==> config.mk <==
export PLATFORM = sky130hd
export DESIGN_NAME = apb_reg_bridge
export DESIGN_NICKNAME = d
export VERILOG_FILES = /design/src/rtl/apb_reg_bridge.sv
export SDC_FILE = /design/constraint.sdc
export NUM_CORES = 1
export LEC_CHECK = 0
export CAP_MARGIN = 20
export CORE_ASPECT_RATIO = 0.6
export CORE_UTILIZATION = 37
export DETAILED_ROUTE_END_ITERATION = 8
export GPL_TIMING_DRIVEN = 0
export PLACE_DENSITY = 0.79
export SETUP_SLACK_MARGIN = 0.05
export SLEW_MARGIN = 20
export SYNTH_ARGS = -nofsm -noshare
export SYNTH_HDL_FRONTEND = slang
export SYNTH_SLANG_ARGS = --single-unit
==> constraint.sdc <==
create_clock -name clk -period 2.1 [get_ports clk]
set_input_delay 0.525 -clock clk [delete_from_list [all_inputs] [get_ports clk]]
set_output_delay 0.525 -clock clk [all_outputs]
set_load 0.02 [all_outputs]
==> src/rtl/apb_reg_bridge.sv <==
// apb_reg_bridge: APB4 slave bridging to the UART register block
// through a one-cycle request / acknowledge handshake.
//
// Ports:
//   clk, reset          : clock, synchronous active-high reset
//   psel/penable/pwrite : APB4 control
//   paddr/pwdata/pstrb  : APB4 address, write data, byte strobes
//   pready/pslverr      : registered completion and error response
//   prdata              : registered read data (0 unless good read)
//   reg_req/reg_we      : register access request (1 cycle), write
//   reg_addr/reg_wdata  : word-aligned address, write data
//   reg_wstrb           : byte enables (0 on reads)
//   reg_ack/reg_rdata   : register block done, read data
//   reg_err             : register decode error, valid with reg_ack
//
// Optional: define APB_REG_BRIDGE_TIMEOUT_EN to error out an access
// when reg_ack is missing TIMEOUT cycles after reg_req.
module apb_reg_bridge #(
    parameter int ADDR_W  = 12,
    parameter int DATA_W  = 32,
    parameter int TIMEOUT = 15
) (
    input  logic                clk,
    input  logic                reset,
    input  logic                psel,
    input  logic                penable,
    input  logic                pwrite,
    input  logic [ADDR_W-1:0]   paddr,
    input  logic [DATA_W-1:0]   pwdata,
    input  logic [DATA_W/8-1:0] pstrb,
    output logic                pready,
    output logic                pslverr,
    output logic [DATA_W-1:0]   prdata,
    output logic                reg_req,
    output logic                reg_we,
    output logic [ADDR_W-1:0]   reg_addr,
    output logic [DATA_W-1:0]   reg_wdata,
    output logic [DATA_W/8-1:0] reg_wstrb,
    input  logic                reg_ack,
    input  logic [DATA_W-1:0]   reg_rdata,
    input  logic                reg_err
);

    localparam int STRB_W = DATA_W / 8;
    localparam logic [ADDR_W-1:0] ALIGN_MASK = ADDR_W'(STRB_W - 1);

    if (TIMEOUT < 1 || TIMEOUT > 255) begin : g_bad_timeout
        $error("apb_reg_bridge: TIMEOUT must be 1..255");
    end
    if (DATA_W != 8 && DATA_W != 16 && DATA_W != 32 && DATA_W != 64)
    begin : g_bad_data_w
        $error("apb_reg_bridge: DATA_W must be 8, 16, 32 or 64");
    end

    typedef enum logic [1:0] {
        S_IDLE,
        S_ACCESS,
        S_RESP
    } state_t;

    state_t              r_state;
    state_t              w_state_nxt;
    logic                r_mis;
    logic                r_noop;
    logic                r_pready;
    logic                r_pslverr;
    logic [DATA_W-1:0]   r_prdata;
    logic                r_req;
    logic                r_we;
    logic [ADDR_W-1:0]   r_addr;
    logic [DATA_W-1:0]   r_wdata;
    logic [STRB_W-1:0]   r_wstrb;

    logic                w_setup;
    logic                w_misaligned;
    logic                w_noop;
    logic                w_flag;
    logic                w_ack;
    logic                w_tmo;
    logic                w_done;
    logic                w_err;
    logic                w_resp;
    logic [DATA_W-1:0]   w_prdata_nxt;

    assign w_setup      = (r_state == S_IDLE) & psel & ~penable;
    assign w_misaligned = |(paddr & ALIGN_MASK);
    assign w_noop       = pwrite & ~|pstrb;

    // Flagged transfers never issue a request, so any reg_ack seen
    // while they sit in ACCESS belongs to nobody and is ignored.
    assign w_flag = r_mis | r_noop;
    assign w_ack  = (r_state == S_ACCESS) & ~w_flag & reg_ack;

`ifdef APB_REG_BRIDGE_TIMEOUT_EN
    logic [7:0] r_cnt;

    // Counter is 0 in the reg_req cycle; an ack in the expiry cycle
    // takes priority over the timeout.
    assign w_tmo = (r_state == S_ACCESS) & ~w_flag & ~reg_ack
                 & (r_cnt == 8'(TIMEOUT - 1));

    always_ff @(posedge clk) begin
        if (reset) begin
            r_cnt <= 8'd0;
        end else if (r_state == S_ACCESS && !w_done) begin
            r_cnt <= r_cnt + 8'd1;
        end else begin
            r_cnt <= 8'd0;
        end
    end
`else
    assign w_tmo = 1'b0;
`endif

    assign w_done = (r_state == S_ACCESS) & (w_flag | reg_ack | w_tmo);
    assign w_err  = r_mis | w_tmo | (w_ack & reg_err);

    // The response is decided on the ACCESS->RESP edge so pready is a
    // plain flop; a master that dropped psel gets nothing.
    assign w_resp = w_done & psel & penable;

    always_comb begin
        w_state_nxt  = r_state;
        w_prdata_nxt = '0;
        if (w_resp && !r_we && !w_err) begin
            w_prdata_nxt = reg_rdata;
        end
        unique case (r_state)
            S_IDLE:   if (w_setup) w_state_nxt = S_ACCESS;
            S_ACCESS: if (w_done)  w_state_nxt = S_RESP;
            S_RESP:   w_state_nxt = S_IDLE;
            default:  w_state_nxt = S_IDLE;
        endcase
    end

    always_ff @(posedge clk) begin
        if (reset) begin
            r_state   <= S_IDLE;
            r_mis     <= 1'b0;
            r_noop    <= 1'b0;
            r_pready  <= 1'b0;
            r_pslverr <= 1'b0;
            r_prdata  <= '0;
            r_req     <= 1'b0;
            r_we      <= 1'b0;
            r_addr    <= '0;
            r_wdata   <= '0;
            r_wstrb   <= '0;
        end else begin
            r_state   <= w_state_nxt;
            r_req     <= 1'b0;
            r_pready  <= w_resp;
            r_pslverr <= w_resp & w_err;
            r_prdata  <= w_prdata_nxt;
            if (w_setup) begin
                r_mis   <= w_misaligned;
                r_noop  <= w_noop;
                r_req   <= ~w_misaligned & ~w_noop;
                r_we    <= pwrite;
                r_addr  <= paddr & ~ALIGN_MASK;
                r_wdata <= pwdata;
                r_wstrb <= pwrite ? pstrb : '0;
            end
        end
    end

    assign pready    = r_pready;
    assign pslverr   = r_pslverr;
    assign prdata    = r_prdata;
    assign reg_req   = r_req;
    assign reg_we    = r_we;
    assign reg_addr  = r_addr;
    assign reg_wdata = r_wdata;
    assign reg_wstrb = r_wstrb;

endmodule

# Word-level counts from Yosys, hierarchy flattened
# Index checks and enable logic that the tools add are counted.
[word_totals]
input_bits = 87
word_cells = 49
reg_bits = 86
mem_bits_ro = 0
mem_count = 0
ramBits = 0
output_inout_bits = 84
latch_bits = 0
[op_classes]
div = 0
shifts = 0
n_eq_ne = 3
multipliers = 0
n_bitwise = 20
order_cmp = 0
mux = 4
reduce_logical = 11
addsub = 0
[ops]
columns = ["op", "n"]
rows = [
  ["$and A1 B1 Y1", 11],
  ["$not A1 Y1", 6],
  ["$reduce_or A2 Y1", 3],
  ["$mux W2", 2],
  ["$mux W4", 1],
  ["$ne A2 B2 Y1 const B", 2],
  ["$pmux W2 S2", 1],
  ["$reduce_or A4 Y1", 1],
  ["$logic_not A1 Y1", 3],
  ["$or A1 B1 Y1", 3],
  ["$eq A2 B1 Y1 const B", 1],
  ["$logic_and A1 B1 Y1", 2],
  ["$logic_not A2 Y1", 1],
  ["$reduce_and A2 Y1", 1],
]

# Logic depth before layout (Yosys ltp)
# Gate-level depths: netlist (run 1).
[logic_depth]
ltp_word = 10
ltp_mapped = 5
mapped_depth_nobuf = 3

# Least setup slack after synthesis (run 1)
# Ideal clock, no wire load.
[synth_timing]
path_kind = "input port to flip-flop"
start = "in reset"
end = "reg r_prdata[10] (netlist: prdata[10])"
slack_ps = 391
path_stages = 5
t_arrival_ps = 1631
required_time_ps = 2022
setup_time_ps = 78
n_path_buf = 3
cell_sequence = "clkbuf_1 or4_1 clkbuf_1 buf_2 nor3_1"
[synth_via]
elab_chain_cells = 1
[synth_lines]
columns = ["element", "line", "source"]
rows = [
  ["start, declared", "24", "input logic reset,"],
  ["$reduce_or A2 Y1 (no line)", "-", ""],
  ["end signal, assigned", "154", "r_prdata <= w_prdata_nxt;"],
  ["end, declared", "67", "logic [DATA_W-1:0] r_prdata;"],
]
# Every way passes these cells.
# A chain may end at the register's enable or synchronous reset.

# Worst setup path after layout (run 1)
[layout_timing]
start = "in psel"
end = "reg r_wstrb[1] (netlist: reg_wstrb[1])"
[layout_via]
elab_chain_cells = 2
[layout_lines]
columns = ["element", "line", "source"]
rows = [
  ["start, declared", "25", "input logic psel,"],
  ["$and A1 B1 Y1 (2 in a row)", "85", "assign w_setup = (r_state == S_IDLE) & psel & ~penable;"],
  ["end signal, assigned", "162", "r_wstrb <= pwrite ? pstrb : '0;"],
  ["end, declared", "72", "logic [STRB_W-1:0] r_wstrb;"],
]
# Every way passes these cells.

==> summary.log, run 1 <==
[placement] cell area after placement 4670 um2
[finish] commonest cells after routing, fill and taps aside sky130_fd_sc_hd__clkdlybuf4s50_1 (167), sky130_fd_sc_hd__nand2_1 (92), sky130_fd_sc_hd__dfxtp_1 (86)
[synthesis] number of library cell types mapped by synthesis 20
[status] run status complete, no violations
[synthesis] number of standard cells after synthesis 343
[grt] GR Util All Layers 0.203
[finish] area growth from synthesis to final layout 74.9%
[cts] TritonCTS sink count 86
[synthesis] dominant cells by area after synthesis sky130_fd_sc_hd__dfxtp_1 (60%), sky130_fd_sc_hd__nand2_1 (12%), sky130_fd_sc_hd__a21oi_1 (8.7%), sky130_fd_sc_hd__nor3_1 (6.3%), sky130_fd_sc_hd__inv_1 (4.5%)
[routing] routed length per instance 13.1 um
[floorplan] starting density of the core 0.388
[cts] number of buffers on the longest clock path 2
[placement] port buffer count 167
[flow_run] Maximum Capacitance Violations 0
[timing] final worst setup slack 0.125 ns
[power] Pwr Density 775 nW/um2
[cts] clock slew seen by the registers of the worst setup and hold paths 0.06 ns
[worst_setup_path] cell family with the largest share of critical-path delay buffers and inverters
[timing] achievable clock frequency 506 MHz
[placement] sum of net half-perimeters after detailed placement 6.42 mm
[min_path] Worst Hold Class register to register
[routing] DR DRC count 0
[timing] Final Setup Violations 0
[timing] Final Critical Period 1.97 ns
[finish] layout cell share with drive strength beyond 1 0.0531
[min_path] endpoint with the worst hold slack reg_wdata[5]
[worst_setup_path] maximum cell stage delay along the critical path 0.52 ns
[timing] clock skew after layout 0.00657 ns
[cts] H-Tree Depth 3
[worst_setup_path] number of buffers and inverters on the critical path 3
[grt] pin count of the biggest net entering global routing 16
[worst_setup_path] Critical Path Start Type input pin
[worst_setup_path] crit end category register
[cts] cell chosen for the clock root sky130_fd_sc_hd__clkbuf_16
[cts] number of post-CTS setup repair buffers 0
[placement] pre-CTS setup slack -0.257 ns
[routing] DR pass1 iterations 5
[worst_setup_path] most used cell along the critical path sky130_fd_sc_hd__clkbuf_1
[synthesis] synth warn 0
[power] Lkg Pwr 0.00192 uW
[finish] # fillers 624
[finish] net total in the final layout 609
[finish] Diodes inserted 0
[min_path] launch point of the worst hold path reg_wdata[5]
[floorplan] Boundary Pins 171
[synthesis] fraction of synthesized cell area taken by the top area cell type 0.601
[synthesis] mean instance size in the synthesized netlist 8.35 um2
[routing] wire length after detailed routing 8.27 mm
[cts] insertion delay of the later-clocked pin in the worst-skew pair 0.33 ns
[worst_setup_path] Arr. time, crit path 2.16 ns
[min_path] cell count of the worst hold path 2
[placement] number of placed instances, taps included 615
[grt] initial antenna violation count 0
[grt] vias in the first global route 2,731
[synthesis] cell taking the most area after synthesis sky130_fd_sc_hd__dfxtp_1
[timing] unrepaired setup endpoints after global routing false
[timing] Hold Violations, Final 0
[worst_setup_path] startpoint-to-endpoint class of the critical path input pin to register
[placement] routability congestion estimate from global placement 0.762
[power] total power 3880 uW
[worst_setup_path] reg-to-reg critical path endpoint reg_wstrb[1]
[worst_setup_path] RR Startpoint r_state[1]
[finish] Layout Cells excl Fill 631
[floorplan] height of the chip 70.1 um
[routing] vias post-DR 2,875
[synthesis] mapped cell area 2860 um2
[cts] TritonCTS clock tree done
[routing] Final ANT Viol Nets 0
[power] IR drop worst, VDD 0.433 mV
[timing] final count of pins violating max slew 0
[worst_setup_path] required time of the critical path 2.28 ns
[timing] period utilization 0.940
[synthesis] Synth Register Bits 86
[grt] Remaining Overflow, GRT 0
[worst_setup_path] cell-by-cell trace of the critical path clkdlybuf4s50_1 -> or4b_1 -> clkbuf_1 -> clkbuf_1 -> nand2_1 -> a21oi_1
[timing] transition time at the pin with the least slew margin 0.514 ns
[floorplan] DIE WIDTH 116 um
[routing] vias per std cell 4.56
[floorplan] total die area 8100 um2
[worst_setup_path] maximum fanout along the worst path 10
[finish] most common cell after layout, fill and taps aside sky130_fd_sc_hd__clkdlybuf4s50_1
[floorplan] placeable core region 7390 um2
[worst_setup_path] worst reg-to-reg path cell count 5
[finish] Non-Filler Cell Area, Final 5010 um2
[worst_setup_path] cell with the largest stage delay on the worst path sky130_fd_sc_hd__clkdlybuf4s50_1
[timing] Fin Setup TNS 0 ns
[timing] Relative slew margins 0.658
[grt] first-pass GRT wire length 12.7 mm
[routing] detailed router's first-iteration violation count 143
[floorplan] Core Rows 24
[cts] total CTS buffers 9
[synthesis] post-synthesis sequential area ratio 0.601
[worst_setup_path] reg-to-reg slack, setup 0.41 ns
stage by stage:
stage,hold slack [ns],utilization
after CTS,0.457,0.675
final,0.455,0.678
after detailed placement,0.449,0.632
after global routing,0.478,0.678
after global placement,0.440,0.632
after floorplan,0.446,-
per-layer routing:
layer,share of wire,track usage,wire length [um],vias to the layer above
met4,0.010,0.0592,83,0
met1,0.43,0.243,3570,1314
li1,-,-,-,1438
met2,0.46,0.337,3820,113
met5,0,0,0,-
met3,0.096,0.0807,795,10
repair_timing:
item                                    in CTS  in global routing
endpoints found under the setup margin       0                 14
hold buffers                                 0                  0
gates resized for setup                      0                  7
power breakdown:
group | internal (uW) | switching (uW) | total, uW | leakage [uW]
Clock | 1050 | 637 | 1680 | 0.000156
Combinational | 264 | 228 | 492 | 0.00107
Sequential | 1680 | 27.0 | 1710 | 0.000698
Total | 2990 | 892 | 3880 | 0.00192
kinds of logic after synthesis:
group,Yosys count,share of synthesized area
simple gates,144,0.221
flops,86,0.601
buf+inv,60,0.0835
compound gates,52,0.0927
other cells,1,0.00131
cell type report:
type                       count  area [um2]  area share
inverter                      34         128      0.0255
buffer                        26         116      0.0232
tap                          104         130      0.0260
clock buffer                   9         225      0.0450
sequential                    86        1720       0.344
timing repair buffer         167        1670       0.334
multi-input combinational    198         920       0.184
clock inverter                 7        95.1      0.0190
worst max-delay path by stage:
stage	from	endpoint	slack (ns)	cells after the start
6_report	psel	reg_wstrb[1]	0.13	6
3_5_place_dp	psel	reg_wdata[25]	-0.26	6
2_1_floorplan	reset	prdata[10]	0.39	5
4_1_cts	psel	reg_wdata[25]	0.08	6
3_3_place_gp	psel	r_mis	-0.18	6
5_1_grt	psel	reg_wstrb[1]	0.05	6
registers in the layout, indices dropped and copies added, names as in the netlist:
| register | cells |
|---|---|
| pready | 1 |
| reg_wstrb | 4 |
| r_state | 2 |
| reg_req | 1 |
| prdata | 32 |
| pslverr | 1 |
| r_noop | 1 |
| r_mis | 1 |
| reg_addr | 10 |
| reg_we | 1 |
| reg_wdata | 32 |
worst register-to-register path, stage by stage, from the launching register on:
cell,delay [ns]
sky130_fd_sc_hd__dfxtp_1,0.35
sky130_fd_sc_hd__or4b_1,0.52
sky130_fd_sc_hd__clkbuf_1,0.17
sky130_fd_sc_hd__clkbuf_1,0.28
sky130_fd_sc_hd__nand2_1,0.14
sky130_fd_sc_hd__a21oi_1,0.08
cell usage after synthesis (all sizes together):
cell type / number
a21oi: 50
buf: 7
clkbuf: 19
conb: 1
dfxtp: 86
inv: 34
nand2: 92
nand2b: 1
nand3: 5
nand3b: 1
nand4bb: 1
nor2: 3
nor3: 36
nor4: 1
nor4b: 1
o21ai: 1
o21ba: 1
or4: 2
or4b: 1
Note: power is estimated with default switching activity, not from simulation.
==> run 2: changes to the inputs <==
--- a/config.mk
+++ b/config.mk
@@ -9,6 +9,7 @@
 export CORE_ASPECT_RATIO = 0.6
 export CORE_UTILIZATION = 37
 export DETAILED_ROUTE_END_ITERATION = 8
+export GPL_ROUTABILITY_DRIVEN = 0
 export GPL_TIMING_DRIVEN = 0
 export PLACE_DENSITY = 0.79
 export SETUP_SLACK_MARGIN = 0.05
==> results of run 2 <==
Same layout as run 1: the final DEF is identical, and so are final timing and power.
